==> config.mk <==
export PLATFORM = sky130hd
export DESIGN_NAME = hazard_ctrl
export DESIGN_NICKNAME = d
export VERILOG_FILES = /design/src/rtl/hazard_ctrl_pkg.sv /design/src/rtl/hazard_ctrl_cnt.sv /design/src/rtl/hazard_ctrl.sv
export SDC_FILE = /design/constraint.sdc
export NUM_CORES = 1
export LEC_CHECK = 0
export BUFFER_PORTS_ARGS = -buffer_cell sky130_fd_sc_hd__buf_4
export CAP_MARGIN = 20
export CORE_ASPECT_RATIO = 1.25
export CORE_MARGIN = 10
export CORE_UTILIZATION = 40
export DETAILED_ROUTE_END_ITERATION = 8
export PLACE_DENSITY = 0.65
export SLEW_MARGIN = 20
export SYNTH_ARGS = -nofsm -noshare
export SYNTH_HDL_FRONTEND = slang
export SYNTH_HIERARCHICAL = 1
export SYNTH_SLANG_ARGS = --single-unit
export TNS_END_PERCENT = 10
==> constraint.sdc <==
create_clock -name clk -period 2.9 [get_ports clk]
set_input_delay 0.58 -clock clk [delete_from_list [all_inputs] [get_ports clk]]
set_output_delay 0.58 -clock clk [all_outputs]
set_load 0.02 [all_outputs]
==> src/rtl/hazard_ctrl_pkg.sv <==
// Shared pipeline definitions for the hazard sequencer: FSM encoding, register-index
// width and the bundle of pipeline-register controls.
package hazard_ctrl_pkg;

    localparam int unsigned REG_W = 5;

    typedef enum logic [1:0] {
        RUN     = 2'd0,
        MEMWAIT = 2'd1,
        HALT    = 2'd2
    } state_e;

    typedef struct packed {
        logic pc_en;
        logic ifid_en;
        logic idex_en;
        logic exmem_en;
        logic memwb_en;
        logic ifid_flush;
        logic idex_flush;
    } ctrl_t;

    // Control patterns, ordered {pc, ifid, idex, exmem, memwb, ifid_flush, idex_flush}
    localparam ctrl_t CTRL_RUN   = ctrl_t'(7'b1111100);
    localparam ctrl_t CTRL_RST   = ctrl_t'(7'b0000011);
    localparam ctrl_t CTRL_HOLD  = ctrl_t'(7'b0000000);
    localparam ctrl_t CTRL_FLUSH = ctrl_t'(7'b1111111);
    localparam ctrl_t CTRL_STALL = ctrl_t'(7'b0011101);

endpackage

==> src/rtl/hazard_ctrl_cnt.sv <==
// Saturating up-counter with synchronous clear, used for performance debug.
module hazard_ctrl_cnt #(
    parameter int unsigned W = 16
) (
    input  logic         clk,
    input  logic         clr,
    input  logic         inc,
    output logic [W-1:0] cnt
);

    always_ff @(posedge clk) begin
        if (clr) begin
            cnt <= '0;
        end else if (inc && (cnt != {W{1'b1}})) begin
            cnt <= cnt + W'(1);
        end
    end

endmodule

==> src/rtl/hazard_ctrl.sv <==
// Pipeline stall/flush/freeze sequencer: load-use stalls, branch squashes,
// data-memory wait freeze with timeout, and ECALL/EBREAK halt/resume.
module hazard_ctrl
    import hazard_ctrl_pkg::*;
#(
    parameter int unsigned CNT_W       = 16,
    parameter int unsigned MEM_TIMEOUT = 64
) (
    input  logic             clk,
    input  logic             rst,
    input  logic [REG_W-1:0] ifid_rs1,
    input  logic [REG_W-1:0] ifid_rs2,
    input  logic             ifid_use_rs1,
    input  logic             ifid_use_rs2,
    input  logic [REG_W-1:0] idex_rd,
    input  logic             idex_memread,
    input  logic             branch_taken,
    input  logic             halt_req,
    input  logic             resume,
    input  logic             dmem_req,
    input  logic             dmem_ready,
    output logic             pc_en,
    output logic             ifid_en,
    output logic             idex_en,
    output logic             exmem_en,
    output logic             memwb_en,
    output logic             ifid_flush,
    output logic             idex_flush,
    output logic             halted,
    output logic             mem_err,
    output logic [CNT_W-1:0] stall_cnt,
    output logic [CNT_W-1:0] flush_cnt
);

    localparam int unsigned WAIT_W = $clog2(MEM_TIMEOUT + 1);

    state_e              state, state_nxt;
    logic   [WAIT_W-1:0] wait_cnt, wait_nxt;
    logic                mask, mask_nxt;
    logic                err_nxt;
    logic                freeze;
    logic                load_use;
    logic                stall_inc;
    logic                flush_inc;
    ctrl_t               ctrl;

    assign freeze   = dmem_req && !dmem_ready;
    assign load_use = idex_memread && (idex_rd != '0) &&
                      ((ifid_use_rs1 && (ifid_rs1 == idex_rd)) ||
                       (ifid_use_rs2 && (ifid_rs2 == idex_rd)));

    always_ff @(posedge clk) begin
        if (rst) begin
            state    <= RUN;
            wait_cnt <= '0;
            mask     <= 1'b0;
            mem_err  <= 1'b0;
        end else begin
            state    <= state_nxt;
            wait_cnt <= wait_nxt;
            mask     <= mask_nxt;
            mem_err  <= err_nxt;
        end
    end

    always_comb begin
        ctrl      = CTRL_RUN;
        state_nxt = state;
        wait_nxt  = '0;
        mask_nxt  = mask;
        err_nxt   = mem_err;
        stall_inc = 1'b0;
        flush_inc = 1'b0;
        halted    = 1'b0;
        if (rst) begin
            ctrl      = CTRL_RST;
            state_nxt = RUN;
            mask_nxt  = 1'b0;
            err_nxt   = 1'b0;
        end else begin
            unique case (state)
                HALT: begin
                    ctrl      = CTRL_HOLD;
                    halted    = 1'b1;
                    stall_inc = 1'b1;
                    if (resume && !mem_err) begin
                        state_nxt = RUN;
                        mask_nxt  = 1'b1;
                    end
                end
                default: begin
                    if (freeze) begin
                        // Resume mask survives a freeze: the ECALL has not yet left EX
                        ctrl      = CTRL_HOLD;
                        stall_inc = 1'b1;
                        if (wait_cnt == WAIT_W'(MEM_TIMEOUT - 1)) begin
                            err_nxt   = 1'b1;
                            state_nxt = HALT;
                        end else begin
                            state_nxt = MEMWAIT;
                            wait_nxt  = wait_cnt + WAIT_W'(1);
                        end
                    end else begin
                        state_nxt = RUN;
                        mask_nxt  = 1'b0;
                        if (halt_req && !mask) begin
                            ctrl      = CTRL_HOLD;
                            state_nxt = HALT;
                        end else if (branch_taken) begin
                            ctrl      = CTRL_FLUSH;
                            flush_inc = 1'b1;
                        end else if (load_use) begin
                            ctrl      = CTRL_STALL;
                            stall_inc = 1'b1;
                        end
                    end
                end
            endcase
        end
    end

    assign pc_en      = ctrl.pc_en;
    assign ifid_en    = ctrl.ifid_en;
    assign idex_en    = ctrl.idex_en;
    assign exmem_en   = ctrl.exmem_en;
    assign memwb_en   = ctrl.memwb_en;
    assign ifid_flush = ctrl.ifid_flush;
    assign idex_flush = ctrl.idex_flush;

    hazard_ctrl_cnt #(.W(CNT_W)) u_stall_cnt (
        .clk (clk),
        .clr (rst),
        .inc (stall_inc),
        .cnt (stall_cnt)
    );

    hazard_ctrl_cnt #(.W(CNT_W)) u_flush_cnt (
        .clk (clk),
        .clr (rst),
        .inc (flush_inc),
        .cnt (flush_cnt)
    );

endmodule

==> metrics.txt, run 1 <==
GP Congestion about 0.86; Num CTS Buffers 5; drt wl/cell 14.79 um; Setup CP Type in2reg; post-CTS setup buffers 0; vias in the first global route 2186; final count of pins violating max slew 0; synthesized area 2360 um2; port bufs 65; leakage power approximately 0.0012 uW; DIE WIDTH around 89 um; Setup WS pre-CTS 0.05577 ns; Final Hold Vio Count 0; DRC 0; CTS tree built; Worst Hold End wait_cnt[0]; number of cell rows 31; required time worst endpoint 3.08 ns; final instance area between 3000 and 4000 um2; Final period util 0.8781; area delta synth->final 28.15%; most frequent cells in the layout 72 x buf_4, 43 x dfxtp_1, 25 x nor2_1, 22 x a21oi_1; Netlist cell types 45; top cell type's share of synthesized area 0.3648; r2r endpoint u_flush_cnt/cnt[6]; DP Area 2924 um2; GRT Util Overall 0.1311; HPWL Detailed about 4700 um; R2R Setup Slk about 0.78 ns; setup ws final 0.3535 ns; hold_sp wait_cnt[0]; sequential area share after synthesis 0.3648; syn_area_per_cell 8.519 um2; Worst-Margin Slew 0.7761 ns; DR vias/cell ~5.5; via count 2250; first-pass GRT wire length 10010 um; final setup fails 0; net count after synthesis 305; ys flop type dfxtp_1; RSZ-0062 raised after global routing no; Post-synth EDFFs 0; peak supply drop about 0.00022 V; most common cell after layout, fill and taps aside buf_4; # diodes 0; cts-stage hold buffer count 0; initial antenna violation count 0; Root Buffer clkbuf_8; Worst R2R Start state[0]; CP Launch Type primary input; Pre-Repair DR Iteration Count 4; fin util 0.5233; CP Max Fanout 11; Reg area 860.8 um2; Hold Path Cell Cnt 1; ys async rst share 0; Synth warnings 6; Clk pin slew, worst setup/hold paths around 0.080 ns; max_slew headroom 0.4758; worst skew pair latency 0.29 ns; post-synthesis instance total 277; Overflow after GRT 0; clk sink count 43; die area 9391 um2; Worst Setup SP idex_rd[3]; I/O pins 66; post-cts resize count 0; PD cells 376.0 nW/um2; fillers 548; Post-DRT Antenna Nets 0; clock tree buffer depth 2; r2r worst-path depth 9; most area-consuming cells after synthesis dfxtp_1 36%, or4_1 4.8%, a21oi_1 4.7%; initial drt markers 86; Min Clock Period, post-route 2.547 ns; #FFs+latches synth 43; core area 5779 um2; multi-input logic area 1406 um2; initial core utilization 0.4083; Final Skew about 0.0047 ns; Hold/Removal Path Class reg2reg; final net count 372; number of max-cap violations 0; total negative slack 0 ns; # H-tree levels 2; pin count of the biggest net entering global routing 35; final wirelength 6079 um; fmax 392.7 MHz; leading area contributor after synthesis dfxtp_1; CP Capture Type flop; crit path DAT 2.73 ns; layout cell share with drive strength beyond 1 0.2609; die height 105.9 um; run status completed
[how the worst max path moves through the flow]
stage	to	slack (ns)	depth (start not counted)
CTS	u_stall_cnt/cnt[11]	0.38	8
floorplan	u_stall_cnt/cnt[9]	0.38	8
finish	u_stall_cnt/cnt[11]	0.35	8
detailed placement	u_stall_cnt/cnt[11]	0.06	8
global route	u_stall_cnt/cnt[6]	0.21	10
global placement	u_stall_cnt/cnt[6]	0.15	10
[power by group]
group | internal [uW] | switching [uW]
Combinational | 58.6 | 67.2
Clock | 217 | 194
Sequential | 596 | 4.59
[registers in the layout, summed over array words and instances (netlist names)]
name and count:
u_flush_cnt/cnt 16, u_stall_cnt/cnt 16, wait_cnt 7, state 2, mask 1, mem_err 1
[stage by stage]
step | power (uW) | cells | hold slack, ns
floorplan | 681.3 | 277 | 0.4130
global placement | 738.1 | 403 | 0.4267
finish | 1137 | 411 | 0.4404
CTS | 1159 | 411 | 0.4411
detailed placement | 740.3 | 403 | 0.4296
global route | 1189 | 411 | 0.4769
[cells by family (layout without fill, tap and decap cells)]
| group | Yosys count | after routing | share of synthesized area |
|---|---|---|---|
| buffers and inverters | 21 | 89 | 0.03924 |
| muxes | 4 | 4 | 0.01803 |
| adders and majority gates | 3 | 3 | 0.01591 |
| DFF | 43 | 43 | 0.3648 |
| xor gates and xnor gates | 18 | 18 | 0.06681 |
| AOI/OAI and AO/OA | 56 | 56 | 0.1543 |
| and+or+nand+nor | 132 | 132 | 0.3409 |
[cell usage after synthesis, types with 3 or more instances]
cell / n
or4_1: 15
xor2_1: 10
o31ai_1: 13
nand3_1: 15
buf_4: 3
a21oi_1: 22
xnor2_1: 8
nor2b_1: 6
and4_1: 6
nand2b_1: 4
or3_1: 6
o21ai_0: 8
nor2_1: 25
clkbuf_1: 5
and3_1: 4
dfxtp_1: 43
nand2_1: 15
nor4_1: 5
ha_1: 3
nand4_1: 6
nor3_1: 11
inv_1: 9
[area by class of cell]
class / instances / share of cell area
multi-input cells: 213 / 0.4650
flip-flops and latches: 43 / 0.2847
repair buffers: 72 / 0.1787
clock buffers: 8 / 0.03310
well taps: 66 / 0.02731
inverters: 9 / 0.01117
[metal layers]
metal / vias up / share of wire / wire (um) / GRT usage
met4: 0 / 0.022 / 136 / 0.06019
met3: 11 / 0.060 / 363 / 0.03929
li1: 1159 / - / - / -
met5: - / 0 / 0 / 0
met1: 1024 / 0.42 / 2525 / 0.1423
met2: 56 / 0.50 / 3053 / 0.2247
[critical path: stages]
cell,delay [ns]
buf_4,0.12
xor2_1,0.17
nor4_2,0.29
a32oi_1,0.20
o32ai_2,0.37
nand2_1,0.27
nor4bb_1,0.36
mux2_2,0.37
(Power assumes the default switching activity.)
==> inputs of run 2 (changes only) <==
--- a/config.mk
+++ b/config.mk
@@ -10,6 +10,7 @@
 export CORE_ASPECT_RATIO = 1.25
 export CORE_MARGIN = 10
 export CORE_UTILIZATION = 40
+export CTS_BUF_LIST = sky130_fd_sc_hd__clkbuf_4 sky130_fd_sc_hd__clkbuf_8 sky130_fd_sc_hd__clkbuf_16
 export DETAILED_ROUTE_END_ITERATION = 8
 export PLACE_DENSITY = 0.65
 export SLEW_MARGIN = 20
==> run 2 against run 1 <==
  * Sequential share of layout area hardly changed
  * Combinational power hardly changed
  * Critical endpoint is now u_stall_cnt/cnt[6]
  * First-iteration DRC count is 5.8% lower
  * Clock-buffer cell count stayed put
  * Die area stayed put
  * Largest power group unchanged
==> metrics.txt, run 2 (synthesized netlist as in run 1, its figures left out) <==
pin count of the biggest net entering global routing 35 (unchanged); CP Max Fanout 6 (-5); post-cts resize count 0 (unchanged); Worst-Margin Slew 0.7755 ns (-0.0006109 ns); final setup fails 0 (unchanged); worst skew pair latency 0.29 ns (about the same); run status completed; Num CTS Buffers 5 (unchanged); port bufs 65 (unchanged); die height 105.9 um (unchanged); layout cell share with drive strength beyond 1 0.2638 (+0.002899); delay-heaviest family, CP simple AND/OR/NAND/NOR gates; Hold/Removal Path Class reg2reg; CP Launch Type primary input; routed wl met3 314 um (-13%); fin util 0.5239 (+0.0006500); PD cells 378.6 nW/um2 (+0.69%); Comb power frac 0.110 (about the same); max incr delay on CP 0.37 ns (about the same); number of cell rows 31 (unchanged); Min Clock Period, post-route 2.544 ns (-0.002764 ns); number of max-cap violations 0 (unchanged); Final period util 0.8772 (-0.0009531); initial core utilization 0.4083 (unchanged); CP Capture Type flop; DRC 0 (unchanged); multi-input logic area 1406 um2 (unchanged); first-pass GRT wire length 10010 um (about the same); met1 WL 2542 um (+0.67%); Final Hold Vio Count 0 (unchanged); most frequent cells in the layout 72 x buf_4, 43 x dfxtp_1, 25 x nor2_1, 22 x a21oi_1; Final Skew 0.004895 ns (+0.0002437 ns); leakage power 0.001177 uW (+0.29%); clock power share 0.367 (+0.005); HPWL Detailed 4726 um (unchanged); die area 9391 um2 (unchanged); # diodes 0 (unchanged); I/O pins 66 (unchanged); max_slew headroom 0.4762 (about the same); final wirelength 6074 um (about the same); Met2 Routed Length 3080 um (+0.88%); r2r worst-path depth 9 (unchanged); initial drt markers 81 (-5.8%); area delta synth->final 28.31%; Hold Path Cell Cnt 1 (unchanged); via count 2253 (+0.13%); r2r endpoint u_flush_cnt/cnt[6]; fmax 393.1 MHz (+0.11%); Highest Signal Layer met4; # H-tree levels 2 (unchanged); Largest regs u_flush_cnt/cnt x16, u_stall_cnt/cnt x16, wait_cnt x7; CTS tree built; Setup CP Type in2reg; final net count 372 (unchanged); DR vias/cell 5.482 (+0.13%); Overflow after GRT 0 (unchanged); cts-stage hold buffer count 0 (unchanged); drt wl/cell 14.78 um (about the same); GP Congestion 0.8607 (unchanged); crit path DAT 2.77 ns (+0.04 ns); total negative slack 0 ns (unchanged); Reg area 860.8 um2 (unchanged); Post-DRT Antenna Nets 0 (unchanged); CP bufs+invs 2 (+1); Worst R2R Start state[0]; Crit path depth 10 (+2); R2R Setup Slk 0.78 ns (about the same); Worst Hold End wait_cnt[0]; final count of pins violating max slew 0 (unchanged); fillers 546 (-0.36%); most common cell after layout, fill and taps aside buf_4; Clk pin slew, worst setup/hold paths 0.08 ns (about the same); Root Buffer clkbuf_8; GRT Util Overall 0.1311 (unchanged); core area 5779 um2 (unchanged); slowest CP cell o32ai_2; hold_sp wait_cnt[0]; clock tree buffer depth 2 (unchanged); peak supply drop 0.0002161 V (+0.35%); Pre-Repair DR Iteration Count 4 (unchanged); initial antenna violation count 0 (unchanged); Int Pwr 880.7 uW (+1.1%); Fin Hold WS 0.4404 ns (-0.00001300 ns); Reg power frac 0.524 (-0.004); vias in the first global route 2186 (unchanged); Sw Ratio 0.2317 (-0.001978); DIE WIDTH 88.70 um (unchanged); CP most frequent cell buf_4; NetSw 265.6 uW (about the same); post-CTS setup buffers 0 (unchanged); required time worst endpoint 3.13 ns (+0.05 ns); clk sink count 43 (unchanged); Critical Path, Cell by Cell buf_4 -> xor2_1 -> nor4_2 -> a32oi_1 -> o32ai_2 -> buf_4 -> and4_1 -> o41ai_1 -> or3_1 -> a21oi_1; RSZ-0062 raised after global routing no
-- run 2: per-stage QoR --
stage                     power [uW]  worst slack [ns]  area [um2]  instances
after floorplan                681.3            0.3760        2360        277
after global placement         738.1            0.1536        2924        403
after detailed placement       740.3           0.05577        2924        403
after CTS                       1168            0.3750        3028        411
after global routing            1199            0.2074        3028        411
final                           1146            0.3562        3028        411
-- run 2: worst max-delay path by stage --
stage | from | to | slack, ns
after floorplan | idex_rd[3] | u_stall_cnt/cnt[9] | 0.38
after global placement | idex_rd[3] | u_stall_cnt/cnt[6] | 0.15
after detailed placement | idex_rd[3] | u_stall_cnt/cnt[11] | 0.06
after CTS | idex_rd[3] | u_stall_cnt/cnt[11] | 0.38
after global routing | idex_rd[3] | u_stall_cnt/cnt[6] | 0.21
final | idex_rd[3] | u_stall_cnt/cnt[6] | 0.36
-- run 2: layer usage --
layer	vias to the layer above	track usage
met5	-	0
met4	0	0.06019
met3	11	0.03929
met2	45	0.2247
met1	1034	0.1423
li1	1163	-
-- run 2: area by class of cell --
type,count,area share
clock buffers,8,0.03430
repair buffers,72,0.1785
inverters,9,0.01116
multi-input cells,213,0.4645
well taps,66,0.02727
flip-flops and latches,43,0.2843
-- run 2: power by group through the flow --
| stage | logic, uW | clock network [uW] | registers [uW] |
|---|---|---|---|
| finish | 126 | 420 | 600 |
| global route | 138 | 460 | 601 |
| CTS | 127 | 442 | 600 |
| detailed placement | 126 | 0 | 614 |
| global placement | 124 | 0 | 614 |
| floorplan | 65.2 | 0 | 616 |
-- run 2: worst reg2reg max path, delay by kind of cell (launching register included) --
kind	cells	cell delay [ns]
flops	1	0.32
compound gates	2	0.31
simple gates	6	1.28
buf+inv	1	0.15
==> inputs of run 3 (changes only) <==
--- a/config.mk
+++ b/config.mk
@@ -11,6 +11,7 @@
 export CORE_MARGIN = 10
 export CORE_UTILIZATION = 40
 export CTS_BUF_LIST = sky130_fd_sc_hd__clkbuf_4 sky130_fd_sc_hd__clkbuf_8 sky130_fd_sc_hd__clkbuf_16
+export CTS_CLUSTER_SIZE = 14
 export DETAILED_ROUTE_END_ITERATION = 8
 export PLACE_DENSITY = 0.65
 export SLEW_MARGIN = 20
==> constraint.sdc (replaced) <==
create_clock -name clk -period 2.9 [get_ports clk]
set_input_delay 0 -clock clk [delete_from_list [all_inputs] [get_ports clk]]
set_output_delay 0 -clock clk [all_outputs]
set_load 0.02 [all_outputs]
==> run 3 against run 2 <==
  * Worst setup slack improved by 0.24 ns
  * Flip-flop and latch count is the same
  * Cell area fell by 1.9%
  * Maximum frequency increased by 10%
  * Routed wire length up 1.6%
  * Die area is the same
  * Register-to-register slack worse by 0.19 ns
  * Worst hold slack worse by 0.34 ns
  * Clock power decreased by 11%
  * Largest power group unchanged
==> metrics.txt, run 3 (synthesized netlist as in run 1, its figures left out) <==
DRC 0 (unchanged); # H-tree levels 2 (unchanged); initial antenna violation count 0 (unchanged); Overflow after GRT 0 (unchanged); Clk pin slew, worst setup/hold paths 0.08 ns (about the same); Reg power frac 0.548 (+0.024); RSZ-0062 raised after global routing no; die height 105.9 um (unchanged); port bufs 65 (unchanged); vias in the first global route 2154 (-1.5%); Hold Path Cell Cnt 3 (+2); GRT Util Overall 0.1312 (about the same); Sw Ratio 0.2558 (+0.02410); layout cell share with drive strength beyond 1 0.2529 (-0.01083); clk sink count 43 (unchanged); worst skew pair latency 0.29 ns (about the same); Root Buffer clkbuf_8; peak supply drop 0.0002766 V (+28%); initial drt markers 43 (-47%); Final Hold Vio Count 0 (unchanged); CTS tree built; total negative slack 0 ns (unchanged); DP Area 2887 um2 (-1.3%); initial core utilization 0.4083 (unchanged); Final Skew 0.004620 ns (-0.0002754 ns); Worst Setup SP state[0]; most common cell after layout, fill and taps aside buf_4; PD cells 368.8 nW/um2 (-2.6%); CP Max Fanout 11 (+5); R2R Setup Slk 0.59 ns (-0.19 ns); most frequent cells in the layout 67 x buf_4, 43 x dfxtp_1, 25 x nor2_1, 22 x a21oi_1; CP Launch Type flop; Final period util 0.7961 (-0.08109); # diodes 0 (unchanged); die area 9391 um2 (unchanged); DR vias/cell 5.520 (+0.69%); Critical Path, Cell by Cell nand2b_1 -> nand3_1 -> nor2_1 -> and2_1 -> nand2_1 -> nor4bb_1 -> mux2_2; Int Pwr 815.2 uW (-7.4%); required time worst endpoint 3.09 ns (-0.04 ns); drt wl/cell 15.20 um (+2.8%); via count 2241 (-0.53%); final setup fails 0 (unchanged); post-cts resize count 0 (unchanged); r2r endpoint u_flush_cnt/cnt[11]; Pre-Repair DR Iteration Count 4 (unchanged); Hold/Removal Path Class in2reg; fmax 433.2 MHz (+10%); Comb power frac 0.110 (about the same); Post-DRT Antenna Nets 0 (unchanged); post-CTS setup buffers 0 (unchanged); CP Capture Type flop; NetSw 280.2 uW (+5.5%); GP Congestion 0.8499 (-1.3%); DIE WIDTH 88.70 um (unchanged); crit path DAT 2.50 ns (-0.27 ns); worst setup path end u_flush_cnt/cnt[11]; core area 5779 um2 (unchanged); final wirelength 6170 um (+1.6%); pin count of the biggest net entering global routing 44 (+26%); Num CTS Buffers 5 (unchanged); clock tree buffer depth 2 (unchanged); max incr delay on CP 0.37 ns (about the same); max_slew headroom 0.5414 (+0.06516); number of max-cap violations 0 (unchanged); area delta synth->final 25.87%; Setup CP Type reg2reg; final instance area 2970 um2 (-1.9%); I/O pins 66 (unchanged); Worst-Margin Slew 0.6790 ns (-0.09648 ns); leakage power 0.001145 uW (-2.7%); HPWL Detailed 4743 um (+0.36%); first-pass GRT wire length 10120 um (+1.0%); Min Clock Period, post-route 2.309 ns (-0.2351 ns); final count of pins violating max slew 0 (unchanged); Largest regs u_flush_cnt/cnt x16, u_stall_cnt/cnt x16, wait_cnt x7; Worst R2R Start state[0]; run status completed; number of cell rows 31 (unchanged); slowest CP cell nor4bb_1; clock power share 0.342 (-0.025); r2r worst-path depth 7 (-2); final net count 367 (-1.3%); cts-stage hold buffer count 0 (unchanged)
## run 3: changes by cell type in the layout (fill, tap and decap cells not counted), sizes merged
cell,previous run,this run
clkbuf,8,5
clkinv,0,3
buf,72,67
## run 3: area by class of cell
type | count | area, um2
fill | 565 | 2809
clock buffer | 5 | 68.82
sequential | 43 | 860.8
tap | 66 | 82.58
inverter | 9 | 33.78
multi-input combinational | 213 | 1406
clock inverter | 3 | 15.01
timing repair buffer | 67 | 503.0
## run 3: power by group through the flow
stage	logic, uW	clock network, uW	registers [uW]
final	120	375	600
after global routing	132	409	602
after global placement	120	0	614
after detailed placement	121	0	614
after CTS	122	385	600
after floorplan	65.2	0	616
## run 3: per-stage QoR
| stage | total power (uW) | hold slack [ns] | utilization | setup WS (ns) | cells |
|---|---|---|---|---|---|
| final | 1095 | 0.1049 | 0.5140 | 0.5914 | 406 |
| after detailed placement | 735.7 | 0.3620 | 0.4995 | 0.4767 | 398 |
| after CTS | 1107 | 0.1068 | 0.5140 | 0.5900 | 406 |
| after floorplan | 681.3 | 0.1979 | - | 0.7025 | 277 |
| after global routing | 1142 | 0.1389 | 0.5140 | 0.4044 | 406 |
| after global placement | 733.9 | 0.3652 | 0.4995 | 0.5681 | 398 |
## run 3: routing by layer
metal / vias up / routed length (um) / GRT usage
met5: - / 0 / 0
met4: 0 / 73 / 0.04051
met3: 6 / 354 / 0.03698
met2: 48 / 3269 / 0.2383
met1: 1031 / 2473 / 0.1398
li1: 1156 / - / -
## run 3: worst max-delay path, delay by kind of cell, from the launching register on
kind | cells | cell delay (ns)
AND/OR/NAND/NOR | 6 | 1.50
multiplexers | 1 | 0.37
flip-flops | 1 | 0.33
## run 3: how the worst min path moves through the flow
| stage | slack [ns] | endpoint | startpoint |
|---|---|---|---|
| global placement | 0.37 | ifid_flush | branch_taken |
| floorplan | 0.20 | ifid_flush | branch_taken |
| global route | 0.14 | mem_err | dmem_ready |
| finish | 0.10 | state[1] | resume |
| CTS | 0.11 | state[1] | resume |
| detailed placement | 0.36 | ifid_flush | branch_taken |
